### src/rtl/cpu_types_pkg.sv
// Shared CPU types: instruction word, halt encoding, fetch FSM states.
// No logic; imported by the fetch stage and its PC register.
package cpu_types_pkg;

    typedef logic [31:0] word_t;

    localparam word_t HALT_WORD_DEF = 32'hFFFF_FFFF;
    localparam word_t PC_INIT_DEF   = 32'h0000_0000;

    typedef enum logic [1:0] {
        FETCH         = 2'd0,
        REDIRECT_WAIT = 2'd1,
        HALTED        = 2'd2
    } fetch_state_t;

    function automatic word_t align_word(input word_t a);
        return {a[31:2], 2'b00};
    endfunction

endpackage

### src/rtl/pc_reg.sv
// Program counter flop: loads next_pc when en is high.
// Latency: 1 cycle. Backpressure: holds value while en is low.
module pc_reg
    import cpu_types_pkg::*;
#(
    parameter word_t PC_INIT = PC_INIT_DEF
) (
    input  logic  CLK,
    input  logic  nRST,
    input  logic  en,
    input  word_t next_pc,
    output word_t pc
);

    always_ff @(posedge CLK or negedge nRST) begin
        if (!nRST) begin
            pc <= PC_INIT;
        end else if (en) begin
            pc <= next_pc;
        end
    end

endmodule

### src/rtl/fetch_stage.sv
// Instruction fetch: owns the PC, issues imem reads, feeds IF/ID, detects halt.
// Latency: one instruction per ihit. Backpressure: stall or missing ihit holds the PC and request.
module fetch_stage
    import cpu_types_pkg::*;
#(
    parameter word_t PC_INIT   = PC_INIT_DEF,
    parameter word_t HALT_WORD = HALT_WORD_DEF
) (
    input  logic  CLK,
    input  logic  nRST,
    output logic  imemREN,
    output word_t imemaddr,
    input  logic  ihit,
    input  word_t imemload,
    input  logic  stall,
    input  logic  redirect,
    input  word_t redirect_pc,
    output logic  ifid_writeEN,
    output logic  ifid_flush,
    output word_t instr_out,
    output word_t pcplus4_out,
    output logic  halted
);

    fetch_state_t state;
    word_t        tgt;
    word_t        pc;
    word_t        pc_next;
    logic         pc_en;
    word_t        rpc;

    assign rpc = align_word(redirect_pc);

    pc_reg #(.PC_INIT(PC_INIT)) u_pc_reg (
        .CLK     (CLK),
        .nRST    (nRST),
        .en      (pc_en),
        .next_pc (pc_next),
        .pc      (pc)
    );

    assign imemaddr    = pc;
    assign pcplus4_out = pc + 32'd4;
    assign instr_out   = imemload;
    assign imemREN     = (state != HALTED);

    // Flush is masked during reset so a redirect seen under reset cannot squash IF/ID.
    always_comb begin
        ifid_flush   = 1'b0;
        ifid_writeEN = 1'b0;
        pc_en        = 1'b0;
        pc_next      = pc;
        case (state)
            FETCH: begin
                ifid_flush = redirect & nRST;
                if (redirect) begin
                    if (ihit) begin
                        pc_en   = 1'b1;
                        pc_next = rpc;
                    end
                end else if (!stall && ihit) begin
                    ifid_writeEN = 1'b1;
                    pc_en        = 1'b1;
                    pc_next      = pc + 32'd4;
                end
            end
            REDIRECT_WAIT: begin
                ifid_flush = redirect & nRST;
                if (ihit) begin
                    pc_en   = 1'b1;
                    pc_next = redirect ? rpc : tgt;
                end
            end
            HALTED: begin
                ifid_flush = redirect & nRST;
                if (redirect) begin
                    pc_en   = 1'b1;
                    pc_next = rpc;
                end
            end
            default: begin
                ifid_flush = 1'b0;
            end
        endcase
    end

    always_ff @(posedge CLK or negedge nRST) begin
        if (!nRST) begin
            state  <= FETCH;
            tgt    <= '0;
            halted <= 1'b0;
        end else begin
            case (state)
                FETCH: begin
                    if (redirect) begin
                        if (!ihit) begin
                            tgt   <= rpc;
                            state <= REDIRECT_WAIT;
                        end
                    end else if (!stall && ihit && imemload == HALT_WORD) begin
                        halted <= 1'b1;
                        state  <= HALTED;
                    end
                end
                REDIRECT_WAIT: begin
                    if (ihit) begin
                        state <= FETCH;
                    end else if (redirect) begin
                        tgt <= rpc;
                    end
                end
                HALTED: begin
                    if (redirect) begin
                        halted <= 1'b0;
                        state  <= FETCH;
                    end
                end
                default: begin
                    state  <= FETCH;
                    halted <= 1'b0;
                end
            endcase
        end
    end

endmodule
### config.mk
export PLATFORM = sky130hd
export DESIGN_NAME = fetch_stage
export DESIGN_NICKNAME = d
export VERILOG_FILES = /design/src/rtl/cpu_types_pkg.sv /design/src/rtl/pc_reg.sv /design/src/rtl/fetch_stage.sv
export SDC_FILE = /design/constraint.sdc
export NUM_CORES = 1
export LEC_CHECK = 0
export CAP_MARGIN = 0
export CELL_PAD_IN_SITES_DETAIL_PLACEMENT = 1
export CELL_PAD_IN_SITES_GLOBAL_PLACEMENT = 1
export CORE_MARGIN = 4
export CORE_UTILIZATION = 37
export CTS_BUF_LIST = sky130_fd_sc_hd__clkbuf_8
export DETAILED_ROUTE_END_ITERATION = 8
export PLACE_DENSITY = 0.89
export SLEW_MARGIN = 20
export SYNTH_ARGS = -nofsm -noshare
export SYNTH_HDL_FRONTEND = slang
export SYNTH_SLANG_ARGS = --single-unit
### constraint.sdc
create_clock -name CLK -period 9.9 [get_ports CLK]
set_input_delay 2.97 -clock CLK [delete_from_list [all_inputs] [get_ports CLK]]
set_output_delay 2.97 -clock CLK [all_outputs]
set_load 0.005 [all_outputs]
Word-level counts from Yosys, hierarchy flattened
Index checks and enable logic that the tools add are counted.
{"block": "classes", "eq_ne": 15, "bitwise": 2, "muxes": 29, "reduce_logical": 11, "addsub": 1}
{"cell": "$mux W32", "count": 9}
{"cell": "$pmux W32 S3", "count": 1}
{"cell": "$pmux W32 S2", "count": 1}
{"cell": "$add A32 B3 Y32 const B", "count": 1}
{"cell": "$eq A32 B32 Y1 const B", "count": 1}
{"cell": "$ne A2 B2 Y1 const B", "count": 8}
{"cell": "$ne A3 B3 Y1 const B", "count": 4}
{"cell": "$reduce_and A4 Y1", "count": 3}
{"cell": "$mux W1", "count": 10}
{"cell": "$mux W2", "count": 5}
{"cell": "$pmux W1 S3", "count": 2}
{"cell": "$pmux W2 S3", "count": 1}
{"cell": "$reduce_and A6 Y1", "count": 1}
{"cell": "$reduce_bool A3 Y1", "count": 1}
{"cell": "$reduce_or A3 Y1", "count": 1}
{"cell": "$eq A2 B1 Y1 const B", "count": 1}
{"cell": "$eq A2 B2 Y1 const B", "count": 1}
{"cell": "$logic_and A1 B1 Y1", "count": 2}
{"cell": "$logic_not A2 Y1", "count": 1}
{"cell": "$reduce_bool A2 Y1", "count": 1}
{"cell": "$and A1 B1 Y1", "count": 1}
{"cell": "$logic_not A1 Y1", "count": 1}
{"cell": "$not A1 Y1", "count": 1}
{"block": "totals", "ff_bits": 67, "in_bits": 69, "wordCells": 62}

Longest topological paths before layout
{"block": "depth", "ltp_word": 6, "mapped_depth": 10, "ltp_nobuf": 7}

Hierarchy
Synthesis repeated with hierarchy kept, for this count alone.
{"block": "hier_totals", "hier_cells": 682, "hier_area_um2": 5866.9}
{"module": "fetch_stage", "seq_area_each_um2": 875.8, "instances": 1, "area_per_inst_um2": 4521.8, "cells_per_inst": 614}
{"module": "pc_reg", "seq_area_each_um2": 800.8, "instances": 1, "area_per_inst_um2": 1345.0, "cells_per_inst": 68}

Worst setup path after synthesis
No wires, ideal clock.
{"block": "synth_path", "path_type": "input port to output port", "start": "input redirect", "end": "output ifid_flush", "setup_slack_ps": 2673, "path_stages": 6, "path_buffers": 5, "required_time_ps": 6930, "t_arrival_ps": 4257, "cell_sequence": "buf_2 buf_2 buf_2 buf_2 clkbuf_1 and3b_1"}
{"block": "synth_via", "elab_chain_cells": 2}
{"item": "start: declaration", "line": "fetch_stage.sv:16", "rtl": "input logic redirect,"}
{"item": "$and A1 B1 Y1", "line": "fetch_stage.sv:55, fetch_stage.sv:68, fetch_stage.sv:75"}
{"item": "$mux W1"}
{"item": "end: declaration", "line": "fetch_stage.sv:19", "rtl": "output logic ifid_flush,"}
No other way between the ends.

Worst setup path after layout
{"block": "layout_path", "start": "input ihit", "end": "output ifid_writeEN"}
{"block": "layout_via", "elab_chain_cells": 4}
{"item": "start: declaration", "line": "fetch_stage.sv:13", "rtl": "input logic ihit,"}
{"item": "$logic_and A1 B1 Y1", "line": "fetch_stage.sv:61", "rtl": "end else if (!stall && ihit) begin"}
{"item": "$mux W1", "line": "fetch_stage.sv:61"}
{"item": "$mux W1", "line": "fetch_stage.sv:56", "rtl": "if (redirect) begin"}
{"item": "$mux W1", "line": "fetch_stage.sv:53", "rtl": "case (state)"}
{"item": "end: declaration", "line": "fetch_stage.sv:18", "rtl": "output logic ifid_writeEN,"}
No other way between the ends.

==> run_results.csv <==
group,metric,value,unit
run_status,status,"finished clean",
cts,clkTransAtPathRegs,0.07,ns
floorplanning,row_count,42,
power,ir_worst_vdd,0.0936,mV
layout,syn_to_final_growth,33.1,%
global_routing,grt_max_degree,87,
drt,dr.max_layer_used,"met4",
sta,fin_worst_skew,0.0100,ns
layout,final_area,0.00668,mm²
floorplanning,die_h,124,µm
synthesis,yosysMostFrequentCell,"dfrtp_1",
synthesis,yosysTopAreaCell,"dfrtp_1",
drt,met1_length,7410,µm
cts,cts_hold_buf,0,
synthesis,async_flop_share,100,%
synthesis,yosys-top-cells-area,"dfrtp_1 (33%), mux2_2 (6.3%), buf_4 (5.1%)",
global_routing,antenna_found_initial,0,
synthesis,syn_area_per_cell,8.70,µm²
worst_setup_path,cp_common_cell,"clkdlybuf4s50_1",
sta,finalHoldViolCount,0,
drt,avgViaCountPerCell,5.99,
worst_setup_path,reg2reg_from,"state[0]",
hold_path,hold_depth,2,
hold_path,hp-class,"flop to flop",
worst_setup_path,crit_buf_inv,2,
worst_setup_path,start_kind,"input port",
sta,fin_setup_tns,0,ns
sta,tightestPinTransition,0.991,ns
power,power,1.71,mW
worst_setup_path,crit_type,"input port to output port",
synthesis,syn-cell-area,0.00502,mm²
worst_setup_path,reg2reg_slack,6.80,ns
cts,postCtsSetupBuffers,0,
worst_setup_path,reg2reg_depth,8,
worst_setup_path,critPathArrivalTime,4.45,ns
sta,fmax,135,MHz
layout,diodes,0,
global_routing,grt_pass1_wl,30200,µm
floorplanning,io_pins,169,
synthesis,yosys-top-cells-count,"dfrtp_1 (67), nand2_1 (50), buf_4 (34)",
cts,cts-htree-levels,3,
worst_setup_path,cp_top_family,"buffers and inverters",
power,power.density,256,mW/mm²
synthesis,synthDistinctLibCells,59,
worst_setup_path,critPathMaxFanout,5,
sta,min_period,7.42,ns
layout,drive_gt1_share,9.00,%
place,gp_congestion,0.850,
drt,wire_per_inst,21.3,µm
sta,rsz0062_at_grt,"no",
sta,slew_headroom,33.9,%
drt,firstDrtPassIters,4,
place,dpl_cell_area,0.00649,mm²
sta,setup_viol,0,
drt,wl_met2,9480,µm
drt,via_count,5181,
global_routing,grt_usage,23.9,%
sta,holdWs,0.487,ns
synthesis,synth_edf_count,0,
floorplanning,die_x,124,µm
synthesis,ys_seq_elements,67,
sta,slew_viol_final,0,
place,place_inst,849,
worst_setup_path,endpoint_kind,"output port",
synthesis,synth_nets,652,
cts,cts-root-buf,"clkbuf_8",
place,pre_cts_slack,2.46,ns
hold_path,min_to,"tgt[11]",
layout,final_core_util,50.4,%
worst_setup_path,startpoint,"ihit",
synthesis,yosys_warnings,0,
sta,fin_ws,2.48,ns
drt,drt_wl_total,18500,µm
cts,numCtsBuffers,9,
hold_path,min_from,"tgt[11]",
layout,layout.cells.non_filler,865,
synthesis,synth.yosys.seq_area_share,33.4,%
worst_setup_path,worstPathCellList,"clkdlybuf4s50_1, nand2b_1, nor2b_1, clkdlybuf4s50_1",
floorplanning,initial_core_util,37.9,%
floorplanning,fp.coreArea,0.0132,mm²
cts,clk-insertion-delay-late,0.37,ns
drt,wl_met3,1130,µm
synthesis,synthCells,577,
worst_setup_path,crit_path_max_incr_delay,0.55,ns
power,p_leak,2.66,nW
drt,drt_iter0_drc,373,
worst_setup_path,r2r_end,"u_pc_reg.pc[19]",
cts,cts_sinks,67,
cts,clockBufferDepth,2,
drt,drtAntennaViolNets,0,
synthesis,synth_top_area_share,33.4,%
global_routing,grt_pass1_vias,5606,
global_routing,grt_remaining_overflow,0,
job,cap_violations,0,
cts,cts_tree,"yes",
layout,final_nets,759,
worst_setup_path,slowest_stage,"clkdlybuf4s50_1",
place,hpwl,13200,µm
worst_setup_path,cp.required,6.93,ns
cts,cts_resized,0,
place,port_buffers,166,
floorplanning,fp.dieArea,0.0155,mm²
sta,fin_crit_sh,74.9,%
synthesis,synth_ff_type,"dfrtp_1",
drt,drc,0,
[cell usage in the layout, fill, tap and decap left out, types with 5 or more instances in the layout]
cell type,instances
clkdlybuf4s50_1,164
dfrtp_1,67
nand2_1,50
a21oi_1,32
nor2_1,31
o21ai_0,31
mux2_2,28
inv_1,23
xnor2_1,20
nand4_1,19
a221oi_1,19
nand3_1,15
nor3_1,13
clkbuf_8,13
a22o_1,11
mux2i_1,10
xor2_1,8
o31ai_1,8
and3_1,7
nor2b_1,7
a31oi_1,7
buf_4,7
and2_1,6
nor4_1,6
o22a_1,6
ha_1,6
a211o_1,5
a32oi_1,5
o211ai_1,5
a31o_2,5
a2bb2oi_1,5
[tightest hold or removal path, stage by stage, from the launching register on]
cell	delay [ns]
dfrtp_1	0.35
nand2_1	0.05
o21ai_0	0.06
[metal layers]
metal  vias up  GRT usage, %
met5         -             0
met1      2613          28.4
li1       2316             -
met4         0          9.41
met2       219          42.3
met3        33          4.67
[worst max-delay path by stage]
stage                   end  cells after the start
3_3_place_gp   ifid_writeEN                      4
6_report       ifid_writeEN                      4
5_1_grt        ifid_writeEN                      4
3_5_place_dp   ifid_writeEN                      4
4_1_cts        ifid_writeEN                      4
2_1_floorplan    ifid_flush                      6
[report_power, final]
group | leakage [nW] | total [mW] | switching (mW) | internal (mW)
registers | 0.824 | 0.544 | 0.153 | 0.391
clock network | 0.108 | 0.232 | 0.115 | 0.116
logic | 1.73 | 0.936 | 0.442 | 0.494
[cell families after synthesis]
family / count (synthesis) / synth area share [%]
flops: 67 / 33.4
simple gates: 175 / 18.0
mux: 38 / 8.28
fa+ha+maj: 6 / 1.50
compound gates: 163 / 23.2
buf+inv: 100 / 10.8
xor+xnor: 28 / 4.89
[final cells by class]
class / instances / area (µm²)
clock inverter: 3 / 12.5
inverter: 23 / 86.3
sequential: 67 / 1680
multi-input combinational: 410 / 2800
clock buffer: 13 / 179
fill: 1543 / 6560
timing repair buffer: 173 / 1700
tap: 176 / 220
Power figures use the tool's default switching activity.
